$ cat config.mk
export PLATFORM = sky130hd
export DESIGN_NAME = machine_timer
export DESIGN_NICKNAME = d
export VERILOG_FILES = /design/src/rtl/machine_timer.sv
export SDC_FILE = /design/constraint.sdc
export NUM_CORES = 1
export LEC_CHECK = 0
export BUFFER_PORTS_ARGS = -buffer_cell sky130_fd_sc_hd__buf_2
export CAP_MARGIN = 10
export CORE_MARGIN = 1
export CORE_UTILIZATION = 54
export CTS_CLUSTER_DIAMETER = 50
export DETAILED_ROUTE_END_ITERATION = 6
export HOLD_SLACK_MARGIN = 0.06
export PLACE_DENSITY = 0.77
export SKIP_LAST_GASP = 1
export SYNTH_ARGS = -nofsm -noshare
export SYNTH_HDL_FRONTEND = slang
export SYNTH_SLANG_ARGS = --single-unit
$ cat constraint.sdc
create_clock -name CLK -period 6.8 [get_ports CLK]
set_input_delay 1.36 -clock CLK [delete_from_list [all_inputs] [get_ports CLK]]
set_output_delay 1.36 -clock CLK [all_outputs]
set_load 0.02 [all_outputs]
$ cat src/rtl/machine_timer.sv
// machine_timer: memory-mapped RISC-V machine timer (mtime / mtimecmp / CTRL).
// Sits on the core data port and returns registered read data on RD_DATA.
// Registered read data is zero on an address miss, so it can be OR-ed with
// the memory read data.
// Optional feature macro: TIMER_SNAPSHOT_EN. When it is defined, a read of
// MTIME_LO latches mtime[63:32] into a shadow register. Later MTIME_HI reads
// return that shadow, so a LO-then-HI read pair is tear-free.
module machine_timer #(
  parameter logic [31:0] BASE_ADDR = 32'h0001_0000,
  parameter int unsigned PRESCALE  = 1
) (
  input  logic        CLK,
  input  logic        RESET,
  input  logic [31:0] D_ADDR,
  input  logic [31:0] DATA_OUT,
  input  logic        WR_REQ,
  input  logic [3:0]  WR_MASK,
  output logic [31:0] RD_DATA,
  output logic [63:0] REAL_TIME,
  output logic        T_IRQ
);

  localparam logic [15:0] PRESCALE_LAST = PRESCALE[15:0] - 16'd1;

  localparam logic [2:0] IDX_MTIME_LO = 3'd0;
  localparam logic [2:0] IDX_MTIME_HI = 3'd1;
  localparam logic [2:0] IDX_CMP_LO   = 3'd2;
  localparam logic [2:0] IDX_CMP_HI   = 3'd3;
  localparam logic [2:0] IDX_CTRL     = 3'd4;

  logic [63:0] mtime_reg;
  logic [63:0] mtime_next;
  logic [63:0] mtimecmp_reg;
  logic [63:0] mtimecmp_next;
  logic        en_reg;
  logic        en_next;
  logic [15:0] presc_reg;
  logic [15:0] presc_next;
  logic        irq_reg;
  logic [31:0] rd_data_reg;
  logic [31:0] rd_data_next;
  logic [31:0] mtime_hi_rd;

  logic        sel;
  logic        wr_en;
  logic [2:0]  reg_idx;
  logic [31:0] bit_mask;
  logic        addr_unused;

  // The low address bits carry no meaning; registers are word-addressed.
  assign addr_unused = ^D_ADDR[1:0];

  assign sel     = (D_ADDR[31:5] == BASE_ADDR[31:5]);
  assign reg_idx = D_ADDR[4:2];
  assign wr_en   = WR_REQ && sel;

  // Expand the byte enables into a per-bit merge mask.
  genvar gi;
  generate
    for (gi = 0; gi < 4; gi++) begin : g_byte_mask
      assign bit_mask[gi*8 +: 8] = {8{WR_MASK[gi]}};
    end
  endgenerate

  function automatic logic [31:0] merge_word(input logic [31:0] old_val,
                                             input logic [31:0] new_val,
                                             input logic [31:0] mask);
    return (old_val & ~mask) | (new_val & mask);
  endfunction

  // mtime / prescaler next state: software writes win over the increment.
  always_comb begin
    mtime_next = mtime_reg;
    presc_next = presc_reg;
    if (wr_en && reg_idx == IDX_MTIME_LO) begin
      mtime_next[31:0] = merge_word(mtime_reg[31:0], DATA_OUT, bit_mask);
      presc_next       = '0;
    end else if (wr_en && reg_idx == IDX_MTIME_HI) begin
      mtime_next[63:32] = merge_word(mtime_reg[63:32], DATA_OUT, bit_mask);
      presc_next        = '0;
    end else if (en_reg) begin
      if (presc_reg == PRESCALE_LAST) begin
        presc_next = '0;
        mtime_next = mtime_reg + 64'd1;
      end else begin
        presc_next = presc_reg + 16'd1;
      end
    end
  end

  // mtimecmp and CTRL next state from byte-masked writes.
  always_comb begin
    mtimecmp_next = mtimecmp_reg;
    en_next       = en_reg;
    if (wr_en) begin
      case (reg_idx)
        IDX_CMP_LO: mtimecmp_next[31:0]  = merge_word(mtimecmp_reg[31:0], DATA_OUT, bit_mask);
        IDX_CMP_HI: mtimecmp_next[63:32] = merge_word(mtimecmp_reg[63:32], DATA_OUT, bit_mask);
        IDX_CTRL:   if (WR_MASK[0]) en_next = DATA_OUT[0];
        default:    ;
      endcase
    end
  end

  // Read mux: register contents before this cycle's write, zero on a miss.
  always_comb begin
    rd_data_next = '0;
    if (sel) begin
      case (reg_idx)
        IDX_MTIME_LO: rd_data_next = mtime_reg[31:0];
        IDX_MTIME_HI: rd_data_next = mtime_hi_rd;
        IDX_CMP_LO:   rd_data_next = mtimecmp_reg[31:0];
        IDX_CMP_HI:   rd_data_next = mtimecmp_reg[63:32];
        IDX_CTRL:     rd_data_next = {31'd0, en_reg};
        default:      rd_data_next = '0;
      endcase
    end
  end

`ifdef TIMER_SNAPSHOT_EN
  logic [31:0] shadow_reg;

  // Capture the high word whenever the low word is read.
  always_ff @(posedge CLK or posedge RESET) begin
    if (RESET) begin
      shadow_reg <= '0;
    end else if (sel && reg_idx == IDX_MTIME_LO) begin
      shadow_reg <= mtime_reg[63:32];
    end
  end

  assign mtime_hi_rd = shadow_reg;
`else
  assign mtime_hi_rd = mtime_reg[63:32];
`endif

  // Timer state, read data and interrupt registers.
  always_ff @(posedge CLK or posedge RESET) begin
    if (RESET) begin
      mtime_reg    <= '0;
      mtimecmp_reg <= '1;
      en_reg       <= 1'b1;
      presc_reg    <= '0;
      irq_reg      <= 1'b0;
      rd_data_reg  <= '0;
    end else begin
      mtime_reg    <= mtime_next;
      mtimecmp_reg <= mtimecmp_next;
      en_reg       <= en_next;
      presc_reg    <= presc_next;
      irq_reg      <= (mtime_reg >= mtimecmp_reg);
      rd_data_reg  <= rd_data_next;
    end
  end

  assign RD_DATA   = rd_data_reg;
  assign REAL_TIME = mtime_reg;
  assign T_IRQ     = irq_reg;

endmodule

==> results.toml, run 1 <==
[run_status]
status = "completed"

[floorplan]
die_area_sq_um = 21500
rows = 52
die_w_um = 147
ios = 168
core_sq_um = 20400
start_util = 0.554
dieHeight_um = 147

[synthesis]
synth_cell_types = 75
synthCells = 1205
ys_dominant_reg_cell = "dfrtp_1"
async_flop_share = 1.00
ys_seq_area_frac = 0.402
synth_seq_cells = 178
ys_warn_count = 0
synth_nets = 1343
synth_edf_count = 0
syn_avg_cell_area_sq_um = 9.37
synth_area_sq_um = 11300

[cells_and_area]
syn2layout_area_growth_pct = 15.0
n_antenna_cell = 0
fillers = 1682
design_area_sq_um = 13000
fin_nets = 1485
mostFrequentLayoutCells = "buf_2, dfrtp_1, nand2_1"
seqCellArea_sq_um = 4540
final_common_cell = "buf_2"
multi_input_area_sq_um = 6260
drive_above_1_share = 0.274

[routing]
via_per_inst = 6.72
wirelength_um = 35500
ant_nets = 0
num_vias = 11000
drc_errors = 0
avgRoutedWirePerCell_um = 21.8
first_pass_iters = 6
drtIter0Drc = 1451

[worst_hold_path]
hold_path_class = "flip-flop to flip-flop"
holdPathEnd = "presc_reg[7]"
min-delay-start = "presc_reg[7]"
holdPathStages = 1

[worst_setup_path]
crit_chain = "buf_2 > nor4_1 > nand4_1 > nor4_2 > buf_4 > nand2_1 > a221o_1 > a221o_1"
required_ns = 7.12
reg2reg_slack_ns = 3.54
cp_slowest_cell = "nor4_2"
worstPathArrival_ns = 4.31
start_kind = "input pin"
crit_top_cell = "a221o_1"
worst_path_largest_cell_delay_ns = 0.75
reg2reg_depth = 8
crit_path_max_fanout = 26
critical_path_class = "input pin to flip-flop"
endpoint_kind = "flip-flop"
r2r-start = "presc_reg[0]"

[clocking]
cts-root-buf = "clkbuf_16"
ctsResizeCount = 0
tritoncts = "built"
post_cts_buffers = 0
clk_path_buf_depth = 2
postCtsHoldBufs = 0
numCtsBuffers = 17
cts-htree-levels = 4
cts.clk_slew.worst_paths_ns = 0.07
clkLatencyLatePin_ns = 0.44
cts_sinks = 178

[sta]
period_needed_ns = 3.98
grt_setup_unrepaired = "no"
relSlewSlack = 0.243
setup_tns_ns = 0
slew_violations = 0
fmax_mhz = 251
fin_crit_sh = 0.586
fin_skew_ns = 0.00951
setup_ws_ns = 2.82
setup_viol = 0
tightestPinTransition_ns = 1.12
hold_violations = 0

[placed_design]
place.gp.congestion = 0.970
dp_worst_setup_slack_ns = 2.51
io_buffer_count = 165
postPlaceCellArea_sq_um = 12400
dp_hpwl_um = 25700

[global_route]
grt_overflow = 0
grt_util_all_layers = 0.337
grt_pass1_wl_um = 56900
grt_max_degree = 76
antenna_found_initial = 1
grt_pass1_vias = 10500

[power_and_ir_drop]
vdd_drop_max_v = 0.000155
powerDensity_nw_per_um2 = 171
p_leak_nw = 5.50

[job]
maxCapViolCount = 0
-- Yosys cell counts, types with 11 or more instances --
cell	instances	area share
mux2_2	68	0.068
and4_1	16	0.012
nand2_1	81	0.027
nor3_1	49	0.022
a21oi_1	68	0.030
dfrtp_1	113	0.25
and2_1	20	0.011
a211oi_1	25	0.017
ha_1	67	0.074
nor4_1	26	0.014
a22oi_1	65	0.043
dfstp_2	65	0.15
nand4_1	40	0.022
and3_1	18	0.010
a21o_1	11	0.0073
inv_1	80	0.027
o21ai_0	30	0.013
clkbuf_1	49	0.016
nor2_1	72	0.024
nand3_1	59	0.026
o22ai_1	11	0.0061
-- cell type report --
class / count / area share
clock buffers: 25 / 0.0366
clock inverters: 7 / 0.00964
inverters: 80 / 0.0235
multi-input cells: 889 / 0.482
flip-flops and latches: 178 / 0.349
well taps: 270 / 0.0260
repair buffers: 181 / 0.0729
-- critical path: cells and delay by family --
kind	cells	cell delay (ns)
AO/OA/AOI/OAI	2	0.67
buffers and inverters	2	0.53
AND/OR/NAND/NOR	4	1.73
-- logic make-up (layout without fill, tap and decap cells) --
kind of cell,after synthesis,count (layout),share of synthesized area
mux,73,73,0.0723
fa+ha+maj,67,67,0.0743
simple gates,438,438,0.210
xor+xnor,7,7,0.00543
flops,178,178,0.402
compound gates,304,304,0.189
buf+inv,138,293,0.0470
-- power by group --
| part | internal (mW) | leakage (nW) | switching (mW) |
|---|---|---|---|
| clock | 0.602 | 0.290 | 0.435 |
| combinational | 0.0322 | 3.03 | 0.0762 |
| sequential | 1.06 | 2.17 | 0.00616 |
| total | 1.70 | 5.50 | 0.518 |
-- per-stage QoR --
stage / total power [mW] / cells / utilization / hold slack [ns]
floorplan: 1.14 / 1205 / - / 0.477
detailed placement: 1.19 / 1597 / 0.608 / 0.526
global route: 2.27 / 1630 / 0.638 / 0.559
global placement: 1.19 / 1597 / 0.608 / 0.505
CTS: 2.22 / 1629 / 0.637 / 0.538
finish: 2.22 / 1630 / 0.638 / 0.546
-- how the worst max path moves through the flow --
stage / start / to / slack, ns / cells past startpoint
global route: D_ADDR[30] / flip-flop / 2.65 / 8
global placement: D_ADDR[30] / flip-flop / 2.57 / 8
CTS: D_ADDR[30] / flip-flop / 2.90 / 8
finish: D_ADDR[30] / flip-flop / 2.82 / 8
floorplan: RESET / RD_DATA[0] / 0.72 / 1
detailed placement: D_ADDR[7] / flip-flop / 2.51 / 8
-- per-layer routing --
layer  up-vias  track usage  part of all wire
met2       647        0.533              0.46
met1      5302        0.447              0.40
met5         -            0           0.00037
met4         2        0.149             0.038
met3       121       0.0675             0.095
li1       4880            -                 -
No activity file was read; power rests on OpenSTA's default activity.
==> run 2: changes to the inputs <==
- clock period: 6.8 -> 3.9 ns (I/O delays scaled with it)
==> run 2 against run 1 <==
  * Critical path depth is 2 lower
  * Clock-buffer cell count decreased by 6
  * Sequential share of layout area is 0.56 points lower
  * Critical path type is now flip-flop to flip-flop
  * Cell count grew 1.0%
  * Largest power group is now the clock network
  * Power rose by 82%
==> results.toml, run 2 (synthesis results as in run 1) <==
[worst_setup_path]
cpLargestDelayFamily = "simple AND/OR/NAND/NOR gates"
crit_cells = 6
endpoint_kind = "flip-flop"
crit_path_max_fanout = 11
cp_slowest_cell = "nor2_1"
critical_path_class = "flip-flop to flip-flop"
reg2reg_depth = 6
worstPathArrival_ns = 3.60
required_ns = 4.23
start_kind = "flip-flop"
path_buf_inv = 0
crit_chain = "or4_4 > nor4_2 > nand2_2 > nor2_1 > a21boi_0 > o22a_1"
worst_path_largest_cell_delay_ns = 0.89

[routing]
drt-met1-wl_um = 14900
drtIter0Drc = 1243
ant_nets = 0
top_layer_used = "met5"
avgRoutedWirePerCell_um = 22.2
first_pass_iters = 6
drc_errors = 0
met3_wirelength_um = 3200
via_per_inst = 6.68
wirelength_um = 36500
num_vias = 11000
wl_met2_um = 17100

[floorplan]
die_w_um = 147
dieHeight_um = 147
rows = 52
start_util = 0.554
die_area_sq_um = 21500
core_sq_um = 20400
ios = 168

[sta]
slew_violations = 0
setup_ws_ns = 0.630
fmax_mhz = 306
period_needed_ns = 3.27
tightestPinTransition_ns = 1.07
fin_crit_sh = 0.838
fin_skew_ns = 0.0108
hold_violations = 0
setup_viol = 0
relSlewSlack = 0.286
fin_hold_ws_ns = 0.481
setup_tns_ns = 0
grt_setup_unrepaired = "no"

[cells_and_area]
mostFrequentLayoutCells = "buf_2, dfrtp_1, nand2_1"
drive_above_1_share = 0.286
fin_util = 0.648
fin_nets = 1501
syn2layout_area_growth_pct = 16.9
final_common_cell = "buf_2"

[placed_design]
dp_worst_setup_slack_ns = 0.658
io_buffer_count = 165
place.gp.congestion = 0.952
dp_hpwl_um = 26500

[job]
maxCapViolCount = 0

[clocking]
tritoncts = "built"
numCtsBuffers = 17
postCtsHoldBufs = 0
cts-root-buf = "clkbuf_16"
clkLatencyLatePin_ns = 0.44
cts_sinks = 178
cts-htree-levels = 4
post_cts_buffers = 0
cts.clk_slew.worst_paths_ns = 0.08
clk_path_buf_depth = 2
ctsResizeCount = 0

[power_and_ir_drop]
powerDensity_nw_per_um2 = 305
p_leak_nw = 5.61
vdd_drop_max_v = 0.000243
p_total_mw = 4.03

[global_route]
grt_util_all_layers = 0.346
grt_overflow = 0
grt_pass1_wl_um = 58100
antenna_found_initial = 2
grt_max_degree = 82
grt_pass1_vias = 10400

[worst_hold_path]
hold_path_class = "input pin to async pin"

[run_status]
status = "completed"
## run 2: through the flow
stage / std cells / cell area [sq um]
2_1_floorplan: 1205 / 11300
3_3_place_gp: 1614 / 12500
3_5_place_dp: 1614 / 12500
4_1_cts: 1646 / 13200
5_1_grt: 1646 / 13200
6_report: 1647 / 13200
## run 2: where the power goes
group / switching, mW / total (mW) / internal (mW)
sequential: 0.0104 / 1.86 / 1.85
combinational: 0.135 / 0.195 / 0.0598
clock: 0.804 / 1.97 / 1.17
total: 0.949 / 4.03 / 3.08
## run 2: per-layer routing
layer	track usage	vias to the layer above
li1	-	4905
met1	0.468	5347
met2	0.550	622
met3	0.0578	119
met4	0.148	2
met5	0	-
## run 2: path summary, 6_finish.rpt
kind	startpoint	end	slack [ns]
max	presc_reg[5]	flip-flop	0.63
min	RESET	RD_DATA[27]	0.48
max reg2reg	presc_reg[5]	flip-flop	0.63
min reg2reg	presc_reg[6]	presc_reg[6]	0.55
max in group asynchronous	RESET	async pin	2.50
min in group CLK	presc_reg[6]	presc_reg[6]	0.55
## run 2: cell type report
class	instances	area [sq um]
fill	1695	7170
multi-input combinational	889	6260
sequential	178	4540
timing repair buffer	197	1090
clock buffer	19	443
tap	270	338
inverter	80	304
clock inverter	13	223
antenna	1	2.50
